<file path="config.mk">
export PLATFORM = sky130hd
export DESIGN_NAME = stream_arb_mux
export DESIGN_NICKNAME = d
export VERILOG_FILES = /design/src/rtl/stream_arb_mux.sv
export SDC_FILE = /design/constraint.sdc
export NUM_CORES = 1
export LEC_CHECK = 0
export BUFFER_PORTS_ARGS = -buffer_cell sky130_fd_sc_hd__buf_2
export CAP_MARGIN = 20
export CORE_UTILIZATION = 43
export DETAILED_ROUTE_END_ITERATION = 10
export MAX_ROUTING_LAYER = met4
export PLACE_DENSITY_LB_ADDON = 0.08
export SYNTH_ARGS = -nofsm -noshare
export SYNTH_HDL_FRONTEND = slang
export SYNTH_SLANG_ARGS = --single-unit
</file>
<file path="constraint.sdc">
create_clock -name clk -period 4.3 [get_ports clk]
set_clock_uncertainty 0.1 [all_clocks]
set_input_delay 0.86 -clock clk [delete_from_list [all_inputs] [get_ports clk]]
set_output_delay 0.86 -clock clk [all_outputs]
set_load 0.05 [all_outputs]
</file>
<file path="src/rtl/stream_arb_mux.sv">
// N-channel registered stream multiplexer with built-in arbitration.
// Packets are atomic: a channel keeps the grant from its first beat until its last.
module stream_arb_mux #(
  parameter  int N       = 4,
  parameter  int WIDTH   = 32,
  parameter  int RR_MODE = 1,
  localparam int SELW    = (N > 1) ? $clog2(N) : 1
) (
  input  logic               clk,
  input  logic               rst_n,
  input  logic [N*WIDTH-1:0] in_data,
  input  logic [N-1:0]       in_valid,
  input  logic [N-1:0]       in_last,
  output logic [N-1:0]       in_ready,
  output logic [WIDTH-1:0]   out_data,
  output logic               out_last,
  output logic [SELW-1:0]    out_sel,
  output logic               out_valid,
  input  logic               out_ready
);

  logic             r_lock;
  logic [SELW-1:0]  r_lock_ch;
  logic [SELW-1:0]  r_rr_ptr;

  logic [SELW-1:0]  w_grant;
  logic [SELW-1:0]  w_next_ptr;
  logic             w_load_en;
  logic             w_gvalid;
  logic             w_glast;
  logic [WIDTH-1:0] w_gdata;
  logic             w_xfer;

  // Descending search so the final assignment is the first hit from the start point.
  always_comb begin
    w_grant = '0;
    if (r_lock) begin
      w_grant = r_lock_ch;
    end else if (RR_MODE != 0) begin
      for (int k = N - 1; k >= 0; k--) begin
        if (in_valid[(int'(r_rr_ptr) + k) % N]) begin
          w_grant = SELW'((int'(r_rr_ptr) + k) % N);
        end
      end
    end else begin
      for (int k = N - 1; k >= 0; k--) begin
        if (in_valid[k]) begin
          w_grant = SELW'(k);
        end
      end
    end
  end

  always_comb begin
    w_gvalid = 1'b0;
    w_glast  = 1'b0;
    w_gdata  = '0;
    for (int i = 0; i < N; i++) begin
      if (w_grant == SELW'(i)) begin
        w_gvalid = in_valid[i];
        w_glast  = in_last[i];
        w_gdata  = in_data[i*WIDTH +: WIDTH];
      end
    end
  end

  // Gating with rst_n keeps every in_ready low while reset is held.
  assign w_load_en = rst_n && (!out_valid || out_ready);
  assign w_xfer    = w_load_en && w_gvalid;

  always_comb begin
    in_ready = '0;
    for (int i = 0; i < N; i++) begin
      in_ready[i] = w_load_en && (w_grant == SELW'(i)) && (r_lock || w_gvalid);
    end
  end

  assign w_next_ptr = (int'(w_grant) == N - 1) ? '0 : w_grant + 1'b1;

  always_ff @(posedge clk or negedge rst_n) begin
    if (!rst_n) begin
      out_valid <= 1'b0;
      out_data  <= '0;
      out_last  <= 1'b0;
      out_sel   <= '0;
      r_lock    <= 1'b0;
      r_lock_ch <= '0;
      r_rr_ptr  <= '0;
    end else if (w_xfer) begin
      out_valid <= 1'b1;
      out_data  <= w_gdata;
      out_last  <= w_glast;
      out_sel   <= w_grant;
      r_lock    <= !w_glast;
      if (!w_glast) begin
        r_lock_ch <= w_grant;
      end else if (RR_MODE != 0) begin
        r_rr_ptr <= w_next_ptr;
      end
    end else if (out_valid && out_ready) begin
      out_valid <= 1'b0;
    end
  end

endmodule

</file>
==> results.toml, run 1 <==
[timing]
finalCritPeriodShare_pct = 93.8
setup_violations = 0
fmax_ghz = 0.248
layout_min_cycle_time_ns = 4.03
drv_slew = 0
max-slew-margin-rel_pct = 62.5
hold_slack_ns = 0.396
rsz0062_at_grt = "no"
final-hold-violation-count = 0
setup-tns-final_ns = 0
worstMarginPinSlew_ns = 0.563

[clocking]
cts_buffers = 5
insertion_delay_ns = 0.28
clkTransAtPathRegs_ns = 0.07
clock_sinks = 41
clock_path_buffers = 2
postCtsSetupBuffers = 0
cts_root_buffer = "clkbuf_8"
htree_levels = 2
cts_tree = "done"

[critical_path]
path_max_fanout = 6
arrival_ns = 3.07
rrSetupSlack_ns = 1.03
crit_path_start_kind = "input pin"
critPathKind = "in2out"
crit_path_end_kind = "primary output"
required_ns = 3.34

[pwr]
p_clk_share_pct = 6.1
powerDensity_nw_per_um2 = 979
combPwrFrac_pct = 74.8
switching_share_pct = 55.8
p_switching_mw = 2.05
ir_worst_vdd_v = 0.000586
leakage_nw = 1.78
p_int_mw = 1.63
p_seq_share_pct = 19.1

[floorplan]
io_pins = 179
die_height_um = 82.4
die_w_um = 82.4
core_area_um2 = 6100
start_util_pct = 45.6
fp-row-count = 28
fp.dieArea_um2 = 6800

[yosys]
ys_warn_count = 0
syn_inst = 321
avgSynthCellArea_um2 = 8.67
yosys.area.top_type = "dfrtp_1"
syn-num-nets = 464
ys_ff_latch = 41
ys_seq_area_share_pct = 36.9
synth.top_cell.area_share_pct = 36.9
synth.cell_area_um2 = 2780
synth_cell_types = 38
yosys-top-cells-area = "dfrtp_1 (37%), a221oi_1 (10%), a21oi_1 (9.2%), nor2b_1 (7.2%), nor3_1 (5.6%)"

[final_layout]
layout_commonest_cell = "buf_2"
diodes = 0
fin_nets = 626
regArea_um2 = 1030
drive_gt1_share_pct = 45.9
final_cell_mix = "buf_2 (178), a21oi_1 (51), dfrtp_1 (41)"
final_cell_area_um2 = 3750
syn2layout_area_growth_pct = 34.9
final_util_pct = 61.6
num-fill-cells = 579
stdcell_count = 557
multiInputGateArea_um2 = 1580

[run_status]
status = "completed"

[global_route]
antenna_found_initial = 0
grt_max_degree = 68
gr-total-overflow = 0
grt.total_usage_pct = 22.6
grt_pass1_vias = 2537
grt_first_pass_wirelength_um = 11400

[route]
drtIter0Drc = 107
firstDrtPassIters = 4
ant_nets = 0
wl_per_cell_um = 13.6
wirelength_um = 7580
drc = 0
via_count = 2942
vias_per_cell = 5.28

[placed_design]
hpwl_um = 5690
place_inst = 551
postPlaceCellArea_um2 = 3670
gp_congestion = 0.830
portBuffers = 178

[hold_path]
hold_path_class = "reg2reg"

[flow_run]
maxCapViolations = 0
worst max-delay path: stages:
cell and delay, ns:
buf_2 0.15, a21oi_1 0.14, o21ai_0 0.08, o2bb2ai_1 0.12, o21ai_1 0.31, inv_1 0.12
ha_1 0.24, nand3b_4 0.17, a221oi_4 0.27, o211a_1 0.21, and2_1 0.13, buf_2 0.26
power by group through the flow:
stage	Combinational (mW)	Sequential, mW	Clock [mW]
after floorplan	1.63	1.30	0
after global placement	2.70	0.701	0
after detailed placement	2.76	0.707	0
after CTS	2.76	0.702	0.232
after global routing	3.02	0.730	0.247
final	2.75	0.701	0.225
final timing paths:
check,to,startpoint,cells past startpoint
min reg2reg,out_sel[0]$_DFFE_PN0P_,out_sel[0]$_DFFE_PN0P_,2
max,in_ready[1],in_valid[0],12
max reg2reg,out_data[17]$_DFFE_PN0P_,r_rr_ptr[1]$_DFFE_PN0P_,13
min,out_sel[0]$_DFFE_PN0P_,out_sel[0]$_DFFE_PN0P_,2
min in group asynchronous,out_valid$_DFFE_PN0P_,rst_n,2
max in group asynchronous,out_data[1]$_DFFE_PN0P_,rst_n,2
metrics by stage:
stage | total power, mW | setup WS (ns)
after floorplan | 2.94 | 0.401
after global placement | 3.41 | 0.232
after detailed placement | 3.46 | 0.0944
after CTS | 3.69 | 0.0896
after global routing | 4.00 | 0.0295
final | 3.67 | 0.267
cell usage after synthesis:
cell,number
mux2i_1,1
nand3b_4,1
a21o_1,1
a221oi_1,32
clkbuf_1,14
buf_1,2
nand2b_1,2
buf_6,5
a211oi_2,1
nor2_4,1
a21oi_1,51
nor3_1,31
inv_1,7
a21oi_2,17
ha_1,4
nand2_2,1
nor3b_1,1
nand2_1,7
o211a_1,1
o21bai_1,1
nand3_1,1
mux2_4,2
o31ai_2,1
dfrtp_1,41
and2_1,4
nor2_1,35
and3_4,1
a211o_1,1
o21ai_0,5
nand3b_1,1
buf_2,8
o2bb2ai_1,2
a221oi_4,1
buf_4,1
a221oi_2,1
and2b_1,1
nor2b_1,32
mux2_1,2
kinds of logic (layout without fill, tap and decap cells):
| family | count (synthesis) | after routing | synth area share [%] |
|---|---|---|---|
| AND/OR/NAND/NOR | 119 | 119 | 22.5 |
| AO/OA/AOI/OAI | 115 | 115 | 29.7 |
| flip-flops | 41 | 41 | 36.9 |
| buffers and inverters | 37 | 198 | 6.83 |
| multiplexers | 5 | 5 | 2.25 |
| adder cells (fa/ha/maj) | 4 | 4 | 1.80 |
flip-flops by register name (all words and copies together), names as in the netlist:
register / count
out_data: 32
out_last: 1
out_sel: 2
out_valid: 1
r_lock: 1
r_lock_ch: 2
r_rr_ptr: 2
layer usage:
layer  part of all wire (%)  routed length [um]  global-route usage (%)  vias to the layer above
li1                       -                   -                       -                     1490
met1                     42                3180                    25.5                     1334
met2                     50                3790                    41.6                      109
met3                    7.1                 540                    4.29                        9
met4                    1.0                  78                    4.21                        0
met5                      0                   0                       -                        -
repair_timing:
item | 4_1_cts | 5_1_grt
resized for setup | 0 | 2
hold buffers | 0 | 0
endpoints found under the setup margin | 0 | 4
cell type report:
| class | instances | area share [%] |
|---|---|---|
| Tap cell | 75 | 2.50 |
| Timing Repair Buffer | 185 | 25.5 |
| Clock buffer | 5 | 1.83 |
| Clock inverter | 1 | 0.133 |
| Sequential cell | 41 | 27.3 |
| Multi-Input combinational cell | 243 | 42.0 |
| Inverter | 7 | 0.700 |
(Power assumes the default switching activity.)
==> run 2: changes to the inputs <==
--- a/config.mk
+++ b/config.mk
@@ -7,6 +7,7 @@
 export LEC_CHECK = 0
 export BUFFER_PORTS_ARGS = -buffer_cell sky130_fd_sc_hd__buf_2
 export CAP_MARGIN = 20
+export CORE_ASPECT_RATIO = 0.75
 export CORE_UTILIZATION = 43
 export DETAILED_ROUTE_END_ITERATION = 10
 export MAX_ROUTING_LAYER = met4
==> run 2 against run 1 <==
  * First-iteration DRC count down 13%
  * Via count grew 1.1%
  * Clock-buffer cell count stayed put
  * Combinational power about the same
  * Sequential share of layout area down 0.28 points
  * Power grew 1.4%
  * Non-clock buffer count increased by 3
  * Worst hold slack better by 0.0056 ns
  * Critical path depth unchanged
  * Core utilization rose by 1.3 points
  * Register-to-register slack improved by 0.07 ns
  * Cell count up 1.4%
  * Largest power group unchanged
==> results.toml, run 2 (same netlist as run 1, synthesis figures left out) <==
[run_status]
status = "completed"

[critical_path]
required_ns = 3.34
crit_path_end_kind = "primary output"
path_max_fanout = 6
crit_path_start_kind = "input pin"
rr_startpoint = "r_rr_ptr[1]$_DFFE_PN0P_"
crit_path_start = "in_valid[0]"
critPathKind = "in2out"
arrival_ns = 3.08
rrSetupSlack_ns = 1.10

[hold_path]
worstHoldStart = "out_sel[0]$_DFFE_PN0P_"
hold_path_class = "reg2reg"

[timing]
drv_slew = 0
max-slew-margin-rel_pct = 61.7
setup-tns-final_ns = 0
finalCritPeriodShare_pct = 94.1
final-hold-violation-count = 0
rsz0062_at_grt = "no"
setup_violations = 0
worstMarginPinSlew_ns = 0.575
layout_min_cycle_time_ns = 4.04
fmax_ghz = 0.247

[clocking]
cts_root_buffer = "clkbuf_8"
htree_levels = 2
insertion_delay_ns = 0.28
clock_sinks = 41
clock_path_buffers = 2
cts_buffers = 5
cts-hold-fix-buffers = 0
clkTransAtPathRegs_ns = 0.08
cts_tree = "done"

[placed_design]
hpwl_um = 6110
portBuffers = 178
gp_congestion = 0.801

[route]
wirelength_um = 7960
via_count = 2973
vias_per_cell = 5.26
drc = 0
wl_per_cell_um = 14.1
firstDrtPassIters = 4
ant_nets = 0
drtIter0Drc = 93

[global_route]
gr-total-overflow = 0
grt.total_usage_pct = 23.8
antenna_found_initial = 0
grt_max_degree = 68
grt_first_pass_wirelength_um = 12300
grt_pass1_vias = 2627

[final_layout]
final_cell_mix = "buf_2 (178), a21oi_1 (51), dfrtp_1 (41)"
diodes = 0
syn2layout_area_growth_pct = 36.3
top_register = "out_data"
largest_reg_flops = 32
fin_nets = 629
drive_gt1_share_pct = 46.4
layout_commonest_cell = "buf_2"

[floorplan]
io_pins = 179
core_area_um2 = 6040
fp-row-count = 24
start_util_pct = 46.1
die_w_um = 94.9
die_height_um = 71.7
fp.dieArea_um2 = 6800

[pwr]
leakage_nw = 1.80
ir_worst_vdd_v = 0.000726
total_power_mw = 3.73
powerDensity_nw_per_um2 = 982

[flow_run]
maxCapViolations = 0
-- run 2: changes by cell type in the layout (fill, tap and decap cells not counted) --
cell        delta
o21ai_1        -1
o21ai_0        +1
clkinvlp_4     +1
buf_4          +3
clkinv_2       +1
-- run 2: through the flow --
step	area, um^2	instances	hold slack, ns	setup WS, ns	utilization (%)
floorplan	2780	321	0.358	0.401	-
global placement	3700	557	0.377	0.238	61.3
detailed placement	3700	557	0.386	0.108	61.3
CTS	3790	565	0.406	0.109	62.7
global route	3790	565	0.430	0.0268	62.8
finish	3790	565	0.402	0.255	62.8
-- run 2: cell type report --
class | count | area [um^2]
fill | 571 | 2240
tap | 78 | 97.6
inverter | 7 | 26.3
multi-input combinational | 243 | 1580
clock inverter | 3 | 17.5
timing repair buffer | 188 | 978
sequential | 41 | 1030
clock buffer | 5 | 68.8
-- run 2: timing repair --
item,CTS,global route
gates resized for setup,0,1
buffers inserted,0,0
setup endpoints to repair,0,4
-- run 2: report_power, final --
group | total [mW] | internal, mW | switching [mW]
clock | 0.239 | 0.112 | 0.127
combinational | 2.78 | 0.946 | 1.83
sequential | 0.709 | 0.594 | 0.115
-- run 2: path summary, 6_finish.rpt --
path	cells past startpoint	to
min in group asynchronous	1	r_rr_ptr[0]$_DFFE_PN0P_
worst min-delay path	2	out_sel[0]$_DFFE_PN0P_
max in group asynchronous	2	out_data[17]$_DFFE_PN0P_
worst min register to register	2	out_sel[0]$_DFFE_PN0P_
worst max-delay path	12	in_ready[2]
worst max register to register	12	r_rr_ptr[1]$_DFFE_PN0P_
-- run 2: per-layer routing --
metal | vias up | wire length, um | GRT usage, % | part of all wire [%]
met3 | 6 | 566 | 5.41 | 7.1
met5 | - | 0 | - | 0
met2 | 116 | 3890 | 39.8 | 49
li1 | 1495 | - | - | -
met4 | 0 | 48 | 3.54 | 0.60
met1 | 1356 | 3450 | 30.0 | 43
-- run 2: critical path, cell delays in order --
cell	delay (ns)
buf_2	0.16
nand2_1	0.06
o21ai_0	0.15
o21bai_1	0.10
o2bb2ai_2	0.28
inv_1	0.12
ha_1	0.28
nand3b_4	0.18
a221oi_4	0.28
o211a_1	0.22
and2_1	0.13
buf_2	0.26
